<file path="src/rtl/ifu_fetch_ctrl.sv">
// Instruction fetch control: owns fetch PC, one outstanding imem request,
// valid/ready hand-off to decode, then waits for dnpc commit.
//
// Ports:
//   clk, rst                       core clock, sync active-high reset
//   imem_req_valid/ready, imem_addr  fetch request channel
//   imem_rsp_valid/data/err        fetch response channel
//   inst_valid/ready, inst, inst_pc, inst_fault  hand-off to decode
//   dnpc_valid, dnpc               next-PC commit from writeback
//   fetch_cnt                      instructions accepted by decode
module ifu_fetch_ctrl #(
  parameter logic [31:0] RESET_PC = 32'h80000000,
  parameter int unsigned TIMEOUT  = 255
) (
  input  logic        clk,
  input  logic        rst,
  output logic        imem_req_valid,
  input  logic        imem_req_ready,
  output logic [31:0] imem_addr,
  input  logic        imem_rsp_valid,
  input  logic [31:0] imem_rsp_data,
  input  logic        imem_rsp_err,
  output logic        inst_valid,
  input  logic        inst_ready,
  output logic [31:0] inst,
  output logic [31:0] inst_pc,
  output logic        inst_fault,
  input  logic        dnpc_valid,
  input  logic [31:0] dnpc,
  output logic [31:0] fetch_cnt
);

  typedef enum logic [1:0] {
    S_REQ,
    S_WAIT,
    S_OUT,
    S_COMMIT
  } state_t;

  localparam logic [7:0] TO_LAST = 8'(TIMEOUT - 1);

  state_t      state_q, state_d;
  logic [31:0] pc_q, pc_d;
  logic [7:0]  cnt_q, cnt_d;
  logic [31:0] fcnt_q, fcnt_d;
  logic [31:0] inst_q, inst_d;
  logic [31:0] ipc_q, ipc_d;
  logic        flt_q, flt_d;
  logic        misal;

  assign misal = |pc_q[1:0];

  always_ff @(posedge clk) begin
    if (rst) begin
      state_q <= S_REQ;
      pc_q    <= RESET_PC;
      cnt_q   <= '0;
      fcnt_q  <= '0;
      inst_q  <= '0;
      ipc_q   <= '0;
      flt_q   <= 1'b0;
    end else begin
      state_q <= state_d;
      pc_q    <= pc_d;
      cnt_q   <= cnt_d;
      fcnt_q  <= fcnt_d;
      inst_q  <= inst_d;
      ipc_q   <= ipc_d;
      flt_q   <= flt_d;
    end
  end

  always_comb begin
    state_d = state_q;
    pc_d    = pc_q;
    cnt_d   = cnt_q;
    fcnt_d  = fcnt_q;
    inst_d  = inst_q;
    ipc_d   = ipc_q;
    flt_d   = flt_q;
    unique case (state_q)
      S_REQ: begin
        if (misal) begin
          inst_d  = '0;
          ipc_d   = pc_q;
          flt_d   = 1'b1;
          state_d = S_OUT;
        end else if (imem_req_ready) begin
          cnt_d   = '0;
          state_d = S_WAIT;
        end
      end
      S_WAIT: begin
        // A response on the timeout cycle takes priority over the fault.
        if (imem_rsp_valid) begin
          inst_d  = imem_rsp_err ? 32'h0 : imem_rsp_data;
          ipc_d   = pc_q;
          flt_d   = imem_rsp_err;
          state_d = S_OUT;
        end else if (cnt_q == TO_LAST) begin
          inst_d  = '0;
          ipc_d   = pc_q;
          flt_d   = 1'b1;
          state_d = S_OUT;
        end else begin
          cnt_d = cnt_q + 8'd1;
        end
      end
      S_OUT: begin
        if (inst_ready) begin
          fcnt_d  = fcnt_q + 32'd1;
          state_d = S_COMMIT;
        end
      end
      S_COMMIT: begin
        if (dnpc_valid) begin
          pc_d    = dnpc;
          state_d = S_REQ;
        end
      end
      default: state_d = S_REQ;
    endcase
  end

  assign imem_req_valid = (state_q == S_REQ) && !rst && !misal;
  assign imem_addr      = pc_q;
  assign inst_valid     = (state_q == S_OUT);
  assign inst           = inst_q;
  assign inst_pc        = ipc_q;
  assign inst_fault     = flt_q;
  assign fetch_cnt      = fcnt_q;

endmodule

</file>
<file path="config.mk">
export PLATFORM = sky130hd
export DESIGN_NAME = ifu_fetch_ctrl
export DESIGN_NICKNAME = d
export VERILOG_FILES = /design/src/rtl/ifu_fetch_ctrl.sv
export SDC_FILE = /design/constraint.sdc
export NUM_CORES = 1
export LEC_CHECK = 0
export BUFFER_PORTS_ARGS = -buffer_cell sky130_fd_sc_hd__buf_2
export CAP_MARGIN = 10
export CORE_ASPECT_RATIO = 0.9
export CORE_MARGIN = 4
export CORE_UTILIZATION = 35
export DETAILED_ROUTE_END_ITERATION = 16
export GPL_TIMING_DRIVEN = 1
export HOLD_SLACK_MARGIN = 0.02
export PLACE_DENSITY = 0.65
export SYNTH_ARGS = -nofsm -noshare
export SYNTH_HDL_FRONTEND = slang
export SYNTH_SLANG_ARGS = --single-unit
</file>
<file path="constraint.sdc">
create_clock -name clk -period 5.73 [get_ports clk]
set_input_delay 0.2865 -clock clk [delete_from_list [all_inputs] [get_ports clk]]
set_output_delay 0.2865 -clock clk [all_outputs]
set_load 0.005 [all_outputs]
</file>
# ---- Yosys cells after proc, flatten, opt, wreduce, memory -nomap -nowiden
# Cells that the tools add are included.
dict set report op_classes {
  addsub 2
  mul 0
  div 0
  n_lt_le_gt_ge 0
  eq_ne 13
  shifts 0
  n_mux 25
  bitwise_logic 0
  reduce_logical 12
}
# op n
set op_table {}
lappend op_table {{2-to-1 mux 32 bit} 7}
lappend op_table {{case mux 32 bit (2 select lines)} 2}
lappend op_table {{adder 32 x 1 -> 32 bit, second input constant} 1}
lappend op_table {{2-to-1 mux 8 bit} 4}
lappend op_table {{case mux 8 bit (2 select lines)} 1}
lappend op_table {{2-to-1 mux 2 bit} 6}
lappend op_table {{inequality test 2 bit, second input constant} 6}
lappend op_table {{adder 8 x 1 -> 8 bit, second input constant} 1}
lappend op_table {{equality test 8 bit, second input constant} 1}
lappend op_table {{case mux 2 bit (4 select lines)} 1}
lappend op_table {{inequality test 3 bit, second input constant} 2}
lappend op_table {{AND reduction 5 bit} 1}
lappend op_table {{equality test 2 bit, second input constant} 2}
lappend op_table {{AND reduction 2 bit} 2}
lappend op_table {{AND reduction 4 bit} 1}
lappend op_table {{2-to-1 mux 1 bit} 3}
lappend op_table {{AND reduction 3 bit} 1}
lappend op_table {{equality test 2 x 1 -> 1 bit, second input constant} 1}
lappend op_table {{logical AND 1 bit} 2}
lappend op_table {{logical NOT 1 bit} 2}
lappend op_table {{logical NOT 2 bit} 1}
lappend op_table {{inequality test 2 x 1 -> 1 bit, second input constant} 1}
lappend op_table {{case mux 1 bit (2 select lines)} 1}
lappend op_table {{nonzero test 2 bit} 1}
lappend op_table {{OR reduction 2 bit} 1}
dict set report totals {
  register_bits 139
  latchBits 0
  ramBits 0
  romBits 0
  input_bits 71
  out_inout_bits 131
  elab_cells 59
  mem_count 0
}

# ---- Longest topological paths before layout
dict set report logic_depth {
  depth_word 4
  mapped_depth 8
  mapped_depth_nobuf 6
}

# ---- Least setup slack after synthesis
# OpenSTA, ideal clock, no wires.
dict set report synth_timing {
  path_kind {register to register}
  from {register state_q[0]}
  to {register fcnt_q[31] (netlist: fetch_cnt[31])}
  setup_time_ns 0.121
  arrival_time_ns 2.124
  t_required_ns 5.609
  slack_ns 3.485
  path_stages_with_launch 8
  path_buffers 1
  period_less_slack_ns 2.245
  path_cell_list {dfxtp_1 -> inv_1 -> ha_1 -> nand4_2 -> or4_1 -> clkbuf_1 -> nor4_1 -> mux2_2}
}
dict set report synth_via {
  elab_chain_cells 2
}
# element line_no
set synth_rtl {}
lappend synth_rtl {{start: declaration} 42} ;# state_t state_q, state_d;
lappend synth_rtl {{start signal: assignment} 63} ;# state_q <= state_d;
lappend synth_rtl {{equality test 2 bit} -}
lappend synth_rtl {{via inst_valid} 23} ;# output logic inst_valid,
lappend synth_rtl {{AND reduction 2 bit (no line)} -}
lappend synth_rtl {{end signal: assignment} 66} ;# fcnt_q <= fcnt_d;
lappend synth_rtl {{end: declaration} 45} ;# logic [31:0] fcnt_q, fcnt_d;
# The timed path passes the listed nets, and every way through them passes these cells.
# A chain may end at the register's enable or synchronous reset.

# ---- Worst setup path in the final report
dict set report layout_timing {
  from {register state_q[1]}
  to {register flt_q (netlist: inst_fault)}
}
dict set report layout_via {
  elab_chain_cells 3
  word_cells_on_any_way 7
  cone_classes {eq/ne: 3; mux: 1; reduce/logical: 3}
}
# element line_no
set layout_rtl {}
lappend layout_rtl {{equality test 2 x 1 -> 1 bit or logical NOT 2 bit (tied branches)} 81} ;# unique case (state_q)
lappend layout_rtl {{inequality test 3 bit (no line) (tied with other cells)} -}
lappend layout_rtl {{AND reduction 3 bit (no line)} -}
lappend layout_rtl {{end signal: assignment} 69} ;# flt_q <= flt_d;
lappend layout_rtl {{end: declaration} 48} ;# logic flt_q, flt_d;
# Parallel ways exist; a longest one is shown, timed or not.

==> impl_results.md <==
* Outcome: finished, final reports clean
* Commonest cells in the netlist: dfxtp_1 (139), nand2_1 (111), nand2b_1 (94), mux2i_1 (62), a21oi_1 (54)
* WL final at 15900 um
* Post-synth EDFFs at 0
* Fillers at 1607
* H-tree depth at 4
* Gpl congestion at 0.841
* Final setup viols at 0
* Top-area cell type share of the netlist area at 45.7%
* PnR worst setup slack at 2.91 ns
* Slew HR at 26.3%
* Syn_area_per_cell at 8.77 um2
* Max frequency at 0.354 GHz
* RSZ-0062 raised after global routing: false
* Comb pwr share at 22.7%
* CP Class: register to register
* Final Hold Fails at 0
* Ys Warns at 0
* Largest net degree at the start of global routing at 70
* Max Root-Sink Buffers at 2
* Setup TNS at 0 ns
* Cell Area, Placed at 7280 um2
* Seq/Total Area, Yosys at 45.7%
* Max_cap viols at 0
* HP Class: input port to register
* Worst min-delay path startpoint: dnpc[31]
* Overflow after GRT at 0
* Ys async rst share at 0%
* Dpl ws at 2.96 ns
* Hold Slack at 0.101 ns
* Final Cell Area at 7880 um2
* Req. time, crit path at 6.03 ns
* Share of layout cells above drive strength 1 at 28.8%
* Worst hold stages at 3
* I/O Buffers at 201
* Clock Latency Late Sink at 0.41 ns
* Core ar. at 16900 um2
* P_sw at 0.000807 W
* Worst Setup End Kind: register
* Row count at 45
* Worst Max-Slew Pin Slew at 1.11 ns
* Vias in the first global route at 4993
* Die span in x at 147 um
* Total track usage at 16.1%
* # hold bufs at CTS at 0
* Final net count at 956
* Iteration count of the initial detailed-routing pass at 6
* First-pass GRT wire length at 25800 um
* Post-CTS Resized at 0
* Most frequent cell after synthesis: dfxtp_1
* Root buf cell: clkbuf_16
* Cells after Synth at 694
* Clk_skew at 0.00858 ns
* Worst IR Drop VDD at 0.191 mV
* Max Slew Vio Count at 0
* Area Overhead vs Synth at 29.4%
* Reg clk slew, reported paths at 0.06 ns
* Biggest area consumer among synthesized cells: dfxtp_1
* Internal at 0.00194 W
* Period utilisation layout at 49.2%
* Power per cell area at 349 nW/um2
* R2R Path Start: state_q[1]$_SDFFE_PP0P_
* Switch share at 29.4%
* Via/cell ratio at 4.69
* Distinct cells, synth at 45
* Synthesized Nets at 772
* DIE AREA at 19600 um2
* CTS tree: done
* Post-Syn Area at 6090 um2
* Number of post-CTS setup repair buffers at 0
* Initial Util at 35.9%
* Initial antenna violation count at 4
* DP HPWL at 11100 um
* Clock period minus worst slack at 2.82 ns
* CP startpoint kind: register
* FF-to-FF path depth at 7
* Worst Path Arrival at 3.12 ns
* Avg WL per Cell at 14.1 um
* CP startpoint: state_q[1]$_SDFFE_PP0P_
* # DRC at 0
* Prevailing post-synth register cell: dfxtp_1
* I/O pin total at 202
* Number of buffers created by CTS at 17
* LEAKAGE at 3.24 nW
* Yosys reg bits at 139
* DR vias at 5290
* Clock Sinks at 139
* Clock share of power at 39.8%
* Seq pwr share at 37.5%
* DRT iter0 DRCs at 217
* Top cells by area, synth: dfxtp_1 (46%), mux2i_1 (10%), nand2b_1 (9.7%)
* Die Span Y at 133 um
* Antenna Nets Post-Route at 0
* Crit-path max FO at 63
## layout make-up
cell class	instances	area [um2]	share of cell area, %
clock buffer	19	453	5.75
inverter	12	45.0	0.572
timing repair buffer	207	1050	13.4
clock inverter	13	143	1.81
antenna	1	2.50	0.0318
sequential	139	2780	35.3
tap	235	294	3.73
multi-input combinational	501	3110	39.4
## per-layer routing
metal	GRT usage, %	share of wire [%]
met1	21.3	48
met2	24.8	44
met3	5.82	6.4
met4	4.50	1.1
met5	0	0.21
## critical path, stage by stage, from the launching register on
cell and delay, ns:
dfxtp_1 0.33, inv_1 0.08, ha_1 0.38, nor2b_1 0.19
a21boi_1 0.84, nor2_4 0.04, buf_4 0.43, o21a_1 0.32
## through the flow
step / instances / total power [W] / utilization (%)
final: 1127 / 0.00275 / 46.5
after global routing: 1127 / 0.00288 / 46.5
after CTS: 1126 / 0.00279 / 46.5
after detailed placement: 1094 / 0.00168 / 43.0
after global placement: 1094 / 0.00168 / 43.0
after floorplan: 694 / 0.00151 / -
## kinds of logic (layout without fill, tap and decap cells)
| family | Yosys count | in the layout | share of synthesized area [%] |
|---|---|---|---|
| AOI/OAI and AO/OA | 93 | 93 | 8.73 |
| xor gates and xnor gates | 11 | 11 | 1.58 |
| adders and majority gates | 7 | 7 | 1.44 |
| buffers and inverters | 54 | 251 | 3.47 |
| DFF | 139 | 139 | 45.7 |
| muxes | 69 | 69 | 11.5 |
| other | 0 | 1 | 0 |
| and+or+nand+nor | 321 | 321 | 27.6 |
## cells in the final DEF (no fill, tap or decap), drive strengths merged, types with 2 or more instances in the layout
cell,instances
buf,207
dfxtp,139
nand2,111
nand2b,94
mux2i,62
a21oi,54
nor2,28
nand3,19
clkbuf,19
o21ai,16
inv,13
nand4,12
nor2b,10
nor3,10
xnor2,9
or4,8
clkinv,8
or3,7
mux2,7
ha,7
and4,6
and2,5
o31ai,5
a31oi,4
or3b,3
nor4,3
and3,2
xor2,2
o221ai,2
o21a,2
a311oi,2
clkinvlp,2
bufinv,2
## power groups by stage
| stage | clock network [W] | registers, W | logic (W) |
|---|---|---|---|
| global route | 0.00117 | 0.00103 | 0.000679 |
| CTS | 0.00113 | 0.00103 | 0.000633 |
| floorplan | 0 | 0.00105 | 0.000462 |
| finish | 0.00109 | 0.00103 | 0.000624 |
| global placement | 0 | 0.00105 | 0.000635 |
| detailed placement | 0 | 0.00105 | 0.000631 |
## final timing paths
check	slack, ns	endpoint
worst min register to register	0.46	inst_fault$_SDFFE_PP0P_
worst max-delay path	2.91	inst_fault$_SDFFE_PP0P_
worst min-delay path	0.10	imem_addr[31]$_SDFFE_PP1P_
worst max register to register	2.91	inst_fault$_SDFFE_PP0P_
## sequential cells by signal, indices dropped and copies added (netlist names)
| name | flops |
|---|---|
| fetch_cnt | 32 |
| imem_addr | 32 |
| inst | 32 |
| inst_pc | 32 |
| cnt_q | 8 |
| state_q | 2 |
| inst_fault | 1 |
Note: power is estimated with default switching activity, not from simulation.
